===== src/rtl/exec_muldiv_pkg.sv =====
// exec_muldiv_pkg: shared types and constants for the HI/LO multiply/divide unit
package exec_muldiv_pkg;

    typedef enum logic [1:0] {
        MD_MULT,
        MD_MULTU,
        MD_DIV,
        MD_DIVU
    } muldiv_op_t;

    typedef enum logic [1:0] {
        IDLE,
        MUL,
        DIV,
        DONE
    } muldiv_state_t;

    localparam int MD_DIV_CYCLES = 32;

    // Two's complement negate when n is set; used for |x| and the final sign fixup
    function automatic logic [31:0] cond_neg(input logic [31:0] x, input logic n);
        return n ? 32'(-x) : x;
    endfunction

endpackage


===== src/rtl/exec_muldiv_mult_pipe.sv =====
// exec_muldiv_mult_pipe: signed 33x33 multiplier with STAGES result registers and a valid chain
module exec_muldiv_mult_pipe #(
    parameter int STAGES = 2
) (
    input  logic        clk,
    input  logic        resetn,
    input  logic        flush,
    input  logic        in_valid,
    input  logic [32:0] a,
    input  logic [32:0] b,
    output logic        out_valid,
    output logic [63:0] p
);

    logic [STAGES-1:0] v_q, v_d;
    logic [63:0]       p_q [STAGES];
    logic [63:0]       p_d [STAGES];

    // Multiply into stage 0 and shift down the chain; low 64 bits of the
    // sign-extended product equal the low 64 bits of the true 66-bit product
    always_comb begin
        v_d[0] = in_valid && !flush;
        p_d[0] = {{31{a[32]}}, a} * {{31{b[32]}}, b};
        for (int i = 1; i < STAGES; i++) begin
            v_d[i] = v_q[i-1] && !flush;
            p_d[i] = p_q[i-1];
        end
    end

    // Pipeline registers
    always_ff @(posedge clk or negedge resetn) begin
        if (!resetn) begin
            v_q <= '0;
            for (int i = 0; i < STAGES; i++) p_q[i] <= '0;
        end else begin
            v_q <= v_d;
            for (int i = 0; i < STAGES; i++) p_q[i] <= p_d[i];
        end
    end

    assign out_valid = v_q[STAGES-1];
    assign p         = p_q[STAGES-1];

endmodule


===== src/rtl/exec_muldiv.sv =====
// exec_muldiv: multi-cycle MULT/MULTU/DIV/DIVU unit producing {hi,lo} with a done pulse
module exec_muldiv
    import exec_muldiv_pkg::*;
#(
    parameter int MUL_STAGES = 2
) (
    input  logic       clk,
    input  logic       resetn,
    input  logic       start,
    input  muldiv_op_t op,
    input  logic [31:0] srca,
    input  logic [31:0] srcb,
    input  logic       flush,
    output logic       busy,
    output logic       done,
    output logic [31:0] hi,
    output logic [31:0] lo
);

    muldiv_state_t state_q, state_d;
    logic [4:0]  cnt_q, cnt_d;
    logic [63:0] acc_q, acc_d;
    logic [31:0] dvs_q, dvs_d, hi_q, hi_d, lo_q, lo_d, rem_sub;
    logic        negq_q, negq_d, negr_q, negr_d;
    logic        accept, is_mul, is_sgn, div_last, ge, fin, mul_v;
    logic [63:0] mul_p, res;

    assign accept   = start && !flush && (state_q == IDLE || state_q == DONE);
    assign is_mul   = op == MD_MULT || op == MD_MULTU;
    assign is_sgn   = op == MD_MULT || op == MD_DIV;
    assign div_last = cnt_q == 5'(MD_DIV_CYCLES - 1);

    exec_muldiv_mult_pipe #(.STAGES(MUL_STAGES)) u_mult (
        .clk      (clk),
        .resetn   (resetn),
        .flush    (flush),
        .in_valid (accept && is_mul),
        .a        ({is_sgn & srca[31], srca}),
        .b        ({is_sgn & srcb[31], srcb}),
        .out_valid(mul_v),
        .p        (mul_p)
    );

    // State register
    always_ff @(posedge clk or negedge resetn) begin
        if (!resetn) state_q <= IDLE;
        else         state_q <= state_d;
    end

    // Next state: flush dominates, then accept (also from DONE for back-to-back)
    always_comb begin
        state_d = state_q;
        if (flush)                                            state_d = IDLE;
        else if (accept)                                      state_d = is_mul ? (MUL_STAGES == 1 ? DONE : MUL) : DIV;
        else if (state_q == DONE)                             state_d = IDLE;
        else if (state_q == MUL && cnt_q == 5'(MUL_STAGES - 2)) state_d = DONE;
        else if (state_q == DIV && div_last)                  state_d = DONE;
    end

    // Status outputs decoded from state
    always_comb begin
        busy = state_q == MUL || state_q == DIV;
        done = state_q == DONE;
    end

    // Restoring divide step, counter, operand capture and HI/LO update
    always_comb begin
        ge      = acc_q[63] || acc_q[62:31] >= dvs_q;
        rem_sub = acc_q[62:31] - dvs_q;
        cnt_d   = accept ? '0 : busy ? cnt_q + 5'd1 : cnt_q;
        acc_d   = accept ? {32'b0, cond_neg(srca, is_sgn & srca[31])}
                : state_q == DIV ? {ge ? rem_sub : acc_q[62:31], acc_q[30:0], ge} : acc_q;
        dvs_d   = accept ? cond_neg(srcb, is_sgn & srcb[31]) : dvs_q;
        negq_d  = accept ? is_sgn & (srca[31] ^ srcb[31]) : negq_q;
        negr_d  = accept ? is_sgn & srca[31] : negr_q;
        res     = mul_v ? mul_p : {hi_q, lo_q};
        fin     = state_q == DIV && div_last && !flush;
        hi_d    = fin ? cond_neg(acc_d[63:32], negr_q) : res[63:32];
        lo_d    = fin ? cond_neg(acc_d[31:0], negq_q) : res[31:0];
    end

    // Datapath registers
    always_ff @(posedge clk or negedge resetn) begin
        if (!resetn) begin
            cnt_q  <= '0;
            acc_q  <= '0;
            dvs_q  <= '0;
            negq_q <= 1'b0;
            negr_q <= 1'b0;
            hi_q   <= '0;
            lo_q   <= '0;
        end else begin
            cnt_q  <= cnt_d;
            acc_q  <= acc_d;
            dvs_q  <= dvs_d;
            negq_q <= negq_d;
            negr_q <= negr_d;
            hi_q   <= hi_d;
            lo_q   <= lo_d;
        end
    end

    assign hi = res[63:32];
    assign lo = res[31:0];

endmodule


===== config.mk =====
export PLATFORM = sky130hd
export DESIGN_NAME = exec_muldiv
export DESIGN_NICKNAME = d
export VERILOG_FILES = /design/src/rtl/exec_muldiv_pkg.sv /design/src/rtl/exec_muldiv_mult_pipe.sv /design/src/rtl/exec_muldiv.sv
export SDC_FILE = /design/constraint.sdc
export NUM_CORES = 2
export LEC_CHECK = 0
export ABC_AREA = 1
export BUFFER_PORTS_ARGS = -buffer_cell sky130_fd_sc_hd__buf_4
export CORE_ASPECT_RATIO = 0.9
export CORE_UTILIZATION = 50
export CTS_CLUSTER_DIAMETER = 150
export DETAILED_ROUTE_END_ITERATION = 12
export PLACE_DENSITY = 0.69
export SYNTH_ARGS = -nofsm -noshare
export SYNTH_HDL_FRONTEND = slang
export SYNTH_HIERARCHICAL = 1
export SYNTH_SLANG_ARGS = --single-unit

===== constraint.sdc =====
create_clock -name clk -period 4 [get_ports clk]
set_input_delay 0.2 -clock clk [delete_from_list [all_inputs] [get_ports clk]]
set_output_delay 0.2 -clock clk [all_outputs]
set_load 0.01 [all_outputs]

==> metrics.md <==
| Metric | Value |
|---|---|
| Arr. time, crit path | `~6.6 ns` |
| Crit path largest cell delay | `0.64 ns` |
| CP dominant cell by count | `fa_1` |
| Yosys cell types | `51` |
| Final core occ | `around 63%` |
| Detailed Place HPWL | `approximately 160 mm` |
| Crit path launch type | `primary input` |
| Ports | `~140` |
| Reg clk slew, reported paths | `0.08 ns` |
| Synthesis Warnings | `6` |
| Tcrit/Tclk final | `153%` |
| Met2 Use GR | `~54%` |
| Fin crit period | `approximately 6.1 ns` |
| FF-to-FF path depth | `27` |
| IO buf count | `roughly 140` |
| TritonCTS clock tree | `done` |
| Vias | `between 50,000 and 60,000` |
| Setup WS post-layout | `-2.10 ns` |
| Hold path cells | `4` |
| Antenna violations before repair | `2` |
| RR Startpoint | `acc_q[31]` |
| DR DRC count | `0` |
| Area Growth Syn to Fin | `24.3%` |
| Register area share after synthesis | `12.9%` |
| Global routing's busiest layer | `met2` |
| Later-pin clock latency in the skew report | `~0.6 ns` |
| Hold Path Class | `primary input to register` |
| Max_cap viols | `0` |
| CTS buffer count | `29` |
| Fin area | `between 70,000 and 80,000 µm²` |
| Max Freq | `164 MHz` |
| Routed wire length | `around 200 mm` |
| Met3 usage | `under 10%` |
| Total GRT Usage | `approximately a third` |
| Core area | `115,000 µm²` |
| Unrepaired setup endpoints after global routing | `true` |
| Wire length per cell | `approximately 20 µm` |
| Worst slew pin tran | `0.873 ns` |
| Failing checks | `setup timing` |
| Status | `finished, violations left` |
| Crit path required time | `4.50 ns` |
| CP Max Fanout | `8` |
| Placer Congestion | `around 1.0` |
| Mapped Area | `around 58,000 µm²` |
| Total iterations of the first detailed-routing run | `6` |
| H-tree levels | `1` |
| Root buffer cell | `clkbuf_16` |
| Initial DRC count | `between 4,000 and 5,000` |
| Starting Density | `approximately 50%` |
| Area post-placement | `around 66,000 µm²` |
| CP Capture Type | `register` |
| Share of layout cells above drive strength 1 | `between 20 and 25%` |
| Min-delay src | `start` |
| Cells after Synth | `7,693` |
| Fin nets | `about 9,700` |
| Die Wd | `361 µm` |
| Reg2reg setup slack | `around 0.20 ns` |
| GRT overflow | `0` |
| Die area | `118,000 µm²` |
| Largest net degree at the start of global routing | `99` |
| Clock Skew | `about 0.027 ns` |
| Max clock buf depth | `3` |
| Slew Viols, Final | `0` |
| Number of cell rows | `between 100 and 150` |
| Synthesized flop and latch total | `299` |
| Worst slew margin | `between 40% and 50%` |
| Reg2reg end | `lo_q[18]` |
| Worst Hold Path EP | `state_q[0]` |
| # setup viols final | `between 50 and 60` |
| Syn nets | `9,143` |
| Die height | `about 330 µm` |
| Final Hold Viols | `0` |
| Sink Count | `between 200 and 300` |
| Post-route ant nets | `0` |
| Vias in the first global route | `~54,000` |
| Filler cell count | `~9,600` |
| Met1 Use GR | `between 40% and 50%` |
| Vias per cell | `between 5 and 6` |
| CP Class | `primary input to register` |
| Avg Cell Area, Syn | `7.55 µm²` |
| First-pass GRT wire length | `about 310 mm` |
| Slowest cell on crit path | `fa_2` |
==> worst max-delay path, delay by kind of cell <==
kind,cells,cell delay [ns]
fa+ha+maj,9,4.65
simple gates,10,0.90
buf+inv,12,0.81
==> sequential cells by signal, summed over array words and instances (netlist names) <==
name	flops
state_q	2
hi_q	32
u_mult/p	64
u_mult/v_q	2
negr_q	1
negq_q	1
cnt_q	5
u_mult/p_d	64
dvs_q	32
acc_q	64
lo_q	32
==> synth_stat cells, drive strengths merged <==
master,instances,share of area [%]
nor3b,1,0.022
and2,2,0.022
a21boi,3,0.039
nand2,2310,15
a21oi,133,1.2
nor4,5,0.080
o21bai,26,0.34
xnor2,20,0.30
a31oi,10,0.11
or2,9,0.097
o41ai,1,0.015
nand4,63,0.68
fa,1126,39
nand3,264,2.5
ha,254,5.5
o211ai,6,0.078
o22ai,1,0.011
o31ai,3,0.039
buf,34,0.36
dfrtp,299,13
nor3,24,0.24
inv,2076,13
a41oi,1,0.015
nand3b,14,0.18
o21a,3,0.039
xor2,90,1.4
o21ai,189,1.6
a21o,5,0.065
nor2,408,2.8
clkinv,1,0.0065
clkbuf,310,2.0
nand2b,1,0.011
o2111ai,1,0.015
==> kinds of logic (layout without fill, tap and decap cells) <==
logic type / after synthesis / in the layout / share of synthesized area (%)
AO/OA/AOI/OAI: 382 / 382 / 3.59
other: 0 / 3 / 0
XOR/XNOR: 110 / 110 / 1.66
buffers and inverters: 2421 / 2961 / 15.8
flip-flops: 299 / 299 / 12.9
adder cells (fa/ha/maj): 1380 / 1380 / 44.3
AND/OR/NAND/NOR: 3101 / 3101 / 21.8
==> worst max path at each step <==
stage             start              to  depth (start not counted)
6_report          op[0]  u_mult/p_d[61]                         31
5_1_grt           op[0]  u_mult/p_d[61]                         33
4_1_cts        srca[31]  u_mult/p_d[42]                         29
3_5_place_dp      op[0]  u_mult/p_d[42]                         28
3_3_place_gp      op[0]  u_mult/p_d[42]                         28
2_1_floorplan     op[0]  u_mult/p_d[52]                         30
==> per-layer routing <==
metal / part of all wire (%) / wire [µm] / vias to the layer above
met5: 0.0041 / 8 / -
met4: 5.4 / 10500 / 2
met3: 9.8 / 19200 / 505
met2: 46 / 89800 / 2497
met1: 39 / 77200 / 25600
li1: - / - / 22900
==> layout make-up <==
cell class	count	area, µm²	area share (%)
Clock inverter	17	229	0.317
Tap cell	1500	1880	2.60
Clock buffer	36	812	1.12
Sequential cell	299	7480	10.4
Inverter	2077	7840	10.9
Timing Repair Buffer	830	8300	11.5
Timing Repair inverter	1	8.76	0.0121
Antenna cell	3	7.51	0.0104
Multi-Input combinational cell	4973	45600	63.2
==> timing repair <==
action                     4_1_cts  5_1_grt
resized for setup              743      394
cloned                           2        0
setup endpoints to repair       58       82
setup buffers                   95       42
pin swaps                      334      302
hold buffers                     3        0
hold endpoints to repair        98        0
==> cells in the final DEF (no fill, tap or decap), types with 15 or more instances in the layout <==
master	synthesis	layout
ha_1	254	161
xor2_1	90	63
inv_1	2064	1857
buf_6	5	135
inv_2	12	207
fa_2	0	82
a21oi_2	2	31
clkbuf_16	0	29
o21bai_1	25	15
nand2_2	34	164
nand3_1	236	208
buf_4	2	554
a21oi_4	1	34
o21ai_0	174	148
nand2_1	2274	2070
buf_12	1	88
nand4_1	63	63
nor2_2	29	39
nor2_1	374	298
nand2_4	1	61
nand3_2	28	46
xnor2_1	20	20
dfrtp_1	299	297
fa_1	1126	1044
nor2_4	5	71
ha_4	0	88
o21ai_1	12	19
a21oi_1	130	68
buf_8	0	44
nand2_8	1	15
==> per-stage QoR <==
| stage | hold WS, ns | setup WS [ns] | TNS, ns | instances |
|---|---|---|---|---|
| finish | 0.0272 | -2.10 | -101.62 | 9736 |
| global route | 0.0472 | -2.36 | -110.70 | 9734 |
| CTS | 0.0111 | -2.08 | -98.55 | 9707 |
| detailed placement | 0.297 | -3.17 | -151.60 | 9566 |
| global placement | 0.291 | -3.11 | -148.89 | 9566 |
| floorplan | -0.0956 | -2.95 | -112.62 | 7693 |
Power is left out: the tool's default activity adds up to more than one toggle a clock period on the data nets, which glitch-free logic cannot reach.
